===== config.mk =====
export PLATFORM = sky130hd
export DESIGN_NAME = keypad_entry
export DESIGN_NICKNAME = d
export VERILOG_FILES = /design/src/rtl/keypad_pkg.sv /design/src/rtl/keypad_entry_bcd_to_bin.sv /design/src/rtl/keypad_entry.sv
export SDC_FILE = /design/constraint.sdc
export NUM_CORES = 1
export LEC_CHECK = 0
export BUFFER_PORTS_ARGS = -buffer_cell sky130_fd_sc_hd__buf_4
export CORE_ASPECT_RATIO = 1.4
export CORE_MARGIN = 2
export CORE_UTILIZATION = 57
export CTS_CLUSTER_SIZE = 25
export DETAILED_ROUTE_END_ITERATION = 7
export GPL_TIMING_DRIVEN = 0
export HOLD_SLACK_MARGIN = 0.06
export PLACE_DENSITY = 0.8
export SKIP_CTS_REPAIR_TIMING = 1
export SLEW_MARGIN = 40
export SYNTH_ARGS = -nofsm -noshare
export SYNTH_HDL_FRONTEND = slang
export SYNTH_HIERARCHICAL = 1
export SYNTH_SLANG_ARGS = --single-unit
export TNS_END_PERCENT = 100

===== constraint.sdc =====
create_clock -name clk -period 6.85 [get_ports clk]
set_input_delay 1.0275 -clock clk [delete_from_list [all_inputs] [get_ports clk]]
set_output_delay 1.0275 -clock clk [all_outputs]
set_load 0.01 [all_outputs]

===== src/rtl/keypad_pkg.sv =====
// Shared keypad definitions: key codes, FSM encoding, default sizes.
// Pure declarations; no logic, no latency, no flow control.
package keypad_pkg;

    localparam int DIGITS_DEF = 4;
    localparam int VAL_W_DEF  = 14;

    localparam logic [3:0] KEY_CLEAR = 4'hA;
    localparam logic [3:0] KEY_ENTER = 4'hB;
    localparam logic [3:0] KEY_BACK  = 4'hC;

    typedef enum logic [1:0] {
        ST_IDLE   = 2'd0,
        ST_ENTRY  = 2'd1,
        ST_COMMIT = 2'd2
    } state_t;

    function automatic logic is_digit(input logic [3:0] code);
        return code <= 4'd9;
    endfunction

endpackage


===== src/rtl/keypad_entry_bcd_to_bin.sv =====
// BCD to binary converter, combinational (zero latency), no flow control.
// Horner form from the most significant digit: acc = acc*10 + digit, with x10 as shift-add.
module bcd_to_bin #(
    parameter int DIGITS = 4,
    parameter int VAL_W  = 14
) (
    input  logic [DIGITS*4-1:0] bcd,
    output logic [VAL_W-1:0]    value
);

    always_comb begin
        value = '0;
        for (int i = DIGITS - 1; i >= 0; i--) begin
            value = (value << 3) + (value << 1) + VAL_W'(bcd[i*4 +: 4]);
        end
    end

endmodule


===== src/rtl/keypad_entry.sv =====
// Keypad digit collector: builds a DIGITS-digit BCD entry and commits it as binary; enter -> valid is 2 cycles.
// No backpressure: keys that cannot be taken are flagged on key_reject. Optional backspace: KEYPAD_BACKSPACE_EN.
module keypad_entry
    import keypad_pkg::*;
#(
    parameter int DIGITS         = DIGITS_DEF,
    parameter int VAL_W          = VAL_W_DEF,
    parameter int TIMEOUT_CYCLES = 1000
) (
    input  logic             clk,
    input  logic             reset,
    input  logic             key_valid,
    input  logic [3:0]       key_code,
    input  logic             target_sel,
    input  logic             entry_enable,
    output logic [VAL_W-1:0] password_out,
    output logic             password_valid,
    output logic [VAL_W-1:0] new_password_out,
    output logic             new_password_valid,
    output logic [2:0]       digit_count,
    output logic             entry_busy,
    output logic             key_reject,
    output logic             entry_error,
    output logic             timeout_pulse
);

    localparam int         BUF_W    = DIGITS * 4;
    localparam int         TMR_W    = $clog2(TIMEOUT_CYCLES);
    localparam logic [2:0] CNT_FULL = 3'(DIGITS);

    state_t             state, state_nxt;
    logic [BUF_W-1:0]   bcd_buf;
    logic [2:0]         count;
    logic [TMR_W-1:0]   timer;
    logic               target_q;
    logic [VAL_W-1:0]   commit_val;
    logic               expired;

    logic act_shift, act_back, act_clear, act_reload, act_latch, act_commit;
    logic rej_nxt, err_nxt, tmo_nxt;

    assign expired = (timer == TMR_W'(TIMEOUT_CYCLES - 1));

    bcd_to_bin #(
        .DIGITS (DIGITS),
        .VAL_W  (VAL_W)
    ) u_bcd_to_bin (
        .bcd    (bcd_buf),
        .value  (commit_val)
    );

    always_ff @(posedge clk) begin
        if (reset) state <= ST_IDLE;
        else       state <= state_nxt;
    end

    always_comb begin
        state_nxt  = state;
        act_shift  = 1'b0;
        act_back   = 1'b0;
        act_clear  = 1'b0;
        act_reload = 1'b0;
        act_latch  = 1'b0;
        act_commit = 1'b0;
        rej_nxt    = 1'b0;
        err_nxt    = 1'b0;
        tmo_nxt    = 1'b0;
        case (state)
            ST_IDLE: begin
                if (key_valid) begin
                    if (!entry_enable) begin
                        rej_nxt = 1'b1;
                    end else if (is_digit(key_code)) begin
                        act_shift  = 1'b1;
                        act_reload = 1'b1;
                        state_nxt  = ST_ENTRY;
                    end else if (key_code == KEY_ENTER) begin
                        err_nxt = 1'b1;
                    end
                end
            end
            ST_ENTRY: begin
                if (!entry_enable) begin
                    act_clear = 1'b1;
                    rej_nxt   = key_valid;
                    state_nxt = ST_IDLE;
                end else if (key_valid) begin
                    // any key in the expiry cycle pre-empts the timeout
                    if (is_digit(key_code)) begin
                        if (count < CNT_FULL) begin
                            act_shift  = 1'b1;
                            act_reload = 1'b1;
                        end else begin
                            rej_nxt = 1'b1;
                        end
                    end else if (key_code == KEY_CLEAR) begin
                        act_clear = 1'b1;
                        state_nxt = ST_IDLE;
                    end else if (key_code == KEY_ENTER) begin
                        if (count == CNT_FULL) begin
                            act_latch = 1'b1;
                            state_nxt = ST_COMMIT;
                        end else begin
                            err_nxt    = 1'b1;
                            act_reload = 1'b1;
                        end
`ifdef KEYPAD_BACKSPACE_EN
                    end else if (key_code == KEY_BACK) begin
                        act_back   = 1'b1;
                        act_reload = 1'b1;
                        if (count == 3'd1) state_nxt = ST_IDLE;
`endif
                    end else begin
                        rej_nxt = 1'b1;
                    end
                end else if (expired) begin
                    tmo_nxt   = 1'b1;
                    act_clear = 1'b1;
                    state_nxt = ST_IDLE;
                end
            end
            ST_COMMIT: begin
                // commit always completes, even with entry_enable low
                act_commit = 1'b1;
                rej_nxt    = key_valid;
                state_nxt  = ST_IDLE;
            end
            default: state_nxt = ST_IDLE;
        endcase
    end

    always_comb begin
        entry_busy = (state == ST_ENTRY);
    end

    assign digit_count = count;

    always_ff @(posedge clk) begin
        if (reset) begin
            bcd_buf            <= '0;
            count              <= '0;
            timer              <= '0;
            target_q           <= 1'b0;
            password_out       <= '0;
            password_valid     <= 1'b0;
            new_password_out   <= '0;
            new_password_valid <= 1'b0;
            key_reject         <= 1'b0;
            entry_error        <= 1'b0;
            timeout_pulse      <= 1'b0;
        end else begin
            key_reject         <= rej_nxt;
            entry_error        <= err_nxt;
            timeout_pulse      <= tmo_nxt;
            password_valid     <= 1'b0;
            new_password_valid <= 1'b0;

            if (act_clear || act_commit) begin
                bcd_buf <= '0;
                count   <= '0;
            end else if (act_shift) begin
                bcd_buf <= (bcd_buf << 4) | BUF_W'(key_code);
                count   <= count + 3'd1;
            end else if (act_back) begin
                bcd_buf <= bcd_buf >> 4;
                count   <= count - 3'd1;
            end

            // timer counts only key-free cycles, so a rejected key neither reloads nor advances it
            if (act_reload || act_clear || state != ST_ENTRY) timer <= '0;
            else if (!key_valid)                              timer <= timer + 1'b1;

            if (act_latch) target_q <= target_sel;

            if (act_commit) begin
                if (target_q) begin
                    new_password_out   <= commit_val;
                    new_password_valid <= 1'b1;
                end else begin
                    password_out       <= commit_val;
                    password_valid     <= 1'b1;
                end
            end
        end
    end

endmodule


==> results.ini <==
[cells_and_area]
multi_input_area_sq_mm = 0.002590
final_nets = 571
antenna_cells = 0
final_cell_mix = 69 x nand2_1, 65 x dfxtp_1, 47 x ha_1
area_delta_synth_final_pct = 15.59
regArea_sq_mm = 0.001301
fin_util = 0.6844
nFillCells = 562
final_common_cell = nand2_1
layout-drive-gt1-share = 0.1816
fin_area_sq_mm = 0.004778

[route]
firstDrtPassIters = 5
post_drt_wl_per_cell_um = 14.22
drt_iter0_drc = 116
wl_mm = 8.629
num_vias = 3327
viasPerCell = 5.481
ant_nets = 0
drc = 0

[clock_tree]
cts_tree = built
root_buffer = clkbuf_8
worst_skew_pair.late_latency_ns = 0.34
cts_made_buffers = 9
ctsHtreeMaxLevel = 3
cts_sinks = 65
cts_buffer_depth = 2
clk_pin_slew_ns = 0.07

[placed_design]
placed_area_sq_mm = 0.004576
gp_congestion = 0.8574
dpl_worst_slack_ns = 1.598
io_buffers = 43
dpl.hpwl_mm = 6.803

[synth]
ys_async_sr_fraction = 0
synth-compound-area-share = 0.1541
yosys_warnings = 6
yosys-top-cells-area = dfxtp_1 31%, ha_1 14%, nand2_1 6.3%
synth-seq-cells = 65
synth_edf_count = 0
synthesis.nets = 517
syn-instance-count = 455
synth_top_cell_area_share = 0.3148
seq_area_frac_synth = 0.3148
synth_top_area_cell = dfxtp_1
syn_area_sq_mm = 0.004134
yosys_most_used_dff = dfxtp_1
synth_xor_area_frac = 0.06477
synthAdderAreaFrac = 0.1713
synth_top_family_by_area = simple AND/OR/NAND/NOR gates
synthMuxAreaShare = 0.04358
synth.distinct_cells = 62
syn_avg_cell_area_sq_um = 9.086
synth_simple_gate_area_frac = 0.1928

[critical_path]
crit_path_start_kind = flop
crit_required_ns = 7.11
worstSetupPathType = flop to flop
regToRegSetupSlack_ns = 1.58
endpoint_kind = flop
crit_arrival_ns = 5.53
worstRegToRegCells = 23
crit_fanout = 5

[die]
die-width_um = 75.98
start_util = 0.5921
die_area_sq_mm = 0.007960
fp-row-count = 36
core_sq_mm = 0.006982
fp.dieH_um = 104.8
io_pins = 46

[grt]
track_usage = 0.2311
grt_pass1_vias = 3555
grt_max_degree = 11
grt_pass1_wl_mm = 15.18
antenna_found_initial = 0
grt_overflow = 0

[sta]
setup_violations = 0
slew_headroom = 0.6695
timing.final.hold_violations = 0
max_freq_mhz = 189.8
min_period_over_period = 0.7692
tns_ns = 0
rsz0062_at_grt = false
timing.final.ws_setup_ns = 1.581
maxSlewViolCount = 0
skew_ns = 0.008771
fin_crit_ns = 5.269
max_slew.worst_pin.slew_ns = 0.4946

[job]
maxCapViolCount = 0

[power_and_ir_drop]
power.share.clock = 0.428
power_frac_seq = 0.494
combPwrFrac = 0.078
finalPower_mw = 0.7803
switching_power_mw = 0.1793
vdd_ir_drop_max_v = 0.0001231
p_int_mw = 0.6010
powerDensity_mw_per_mm2 = 163.3
p_leak_nw = 2.201
swShare = 0.2298

[status]
status = completed

[min_path]
holdPathStages = 2
hold_class = flop to flop

==> cells by family after synthesis <==
logic type | count (synthesis)
AND/OR/NAND/NOR | 153
buffers and inverters | 49
AO/OA/AOI/OAI | 88
multiplexers | 18
adder cells (fa/ha/maj) | 53
XOR/XNOR | 29
flip-flops | 65
==> critical path, cell delays in order, from the launching register on <==
cell and delay (ns):
dfxtp_1 0.36, inv_1 0.07, fa_1 0.59, inv_1 0.06
ha_1 0.29, a21oi_1 0.15, nor2b_1 0.08, nor2_1 0.11
xnor2_1 0.16, ha_1 0.27, ha_1 0.34, o21a_1 0.14
o31a_4 0.13, o21a_1 0.17, nor2_1 0.10, xnor2_1 0.18
ha_1 0.29, ha_1 0.37, nand3_1 0.16, o31a_1 0.36
or4_1 0.41, o2111ai_1 0.19, nand2_1 0.10, a21oi_1 0.13
==> power by group through the flow <==
stage | clock network (mW) | registers, mW | logic (mW)
floorplan | 0 | 0.393 | 0.0436
global placement | 0 | 0.394 | 0.0592
detailed placement | 0 | 0.394 | 0.0610
CTS | 0.340 | 0.385 | 0.0615
global route | 0.355 | 0.386 | 0.0671
finish | 0.334 | 0.385 | 0.0611
==> registers in the layout, summed over array words and instances, names as in the netlist <==
signal,flops
bcd_buf,16
digit_count,3
entry_error,1
key_reject,1
new_password_out,14
new_password_valid,1
password_out,14
password_valid,1
state,2
target_q,1
timeout_pulse,1
timer,10
==> cell type report <==
cell class	instances	share of cell area
Clock buffer	12	0.03456
Clock inverter	2	0.007855
Multi-Input combinational cell	341	0.5420
Tap cell	95	0.02488
Timing Repair Buffer	43	0.06756
Sequential cell	65	0.2723
Inverter	35	0.02749
Buffer	14	0.02330
==> per-stage QoR <==
| step | hold WS [ns] | instances |
|---|---|---|
| floorplan | 0.4710 | 455 |
| global placement | 0.4481 | 593 |
| detailed placement | 0.4489 | 593 |
| CTS | 0.4585 | 607 |
| global route | 0.4828 | 607 |
| finish | 0.4569 | 607 |
==> synth_stat cells (all sizes together), types with 2 or more instances <==
cell type   n
mux2i      18
nor3        4
a21oi      43
nand4       2
a31oi       4
o21bai      2
inv        35
dfxtp      65
xnor2      22
nand2b      2
clkbuf      6
and3b       2
nand4b      2
fa          6
o31a        2
a221oi      3
nand3       6
xor2        6
a21o        6
o21ai       8
o21a        4
buf         8
nand2      69
nor2       42
a211oi      4
and2        2
o211ai      2
nor4        4
nor2b       7
o2111ai     2
ha         47
and3        4
==> per-layer routing <==
layer,part of all wire,GRT usage
met4,0.025,0.1039
met5,0,0
met1,0.38,0.2324
met3,0.031,0.04145
met2,0.56,0.4541
==> path summary, 6_finish.rpt <==
path | end | startpoint
hold / removal | password_out[8] | password_out[8]
setup reg to reg | password_out[12] | bcd_buf[11]
setup / recovery | password_out[12] | bcd_buf[11]
hold reg to reg | password_out[8] | password_out[8]
Note: power is estimated with default switching activity, not from simulation.
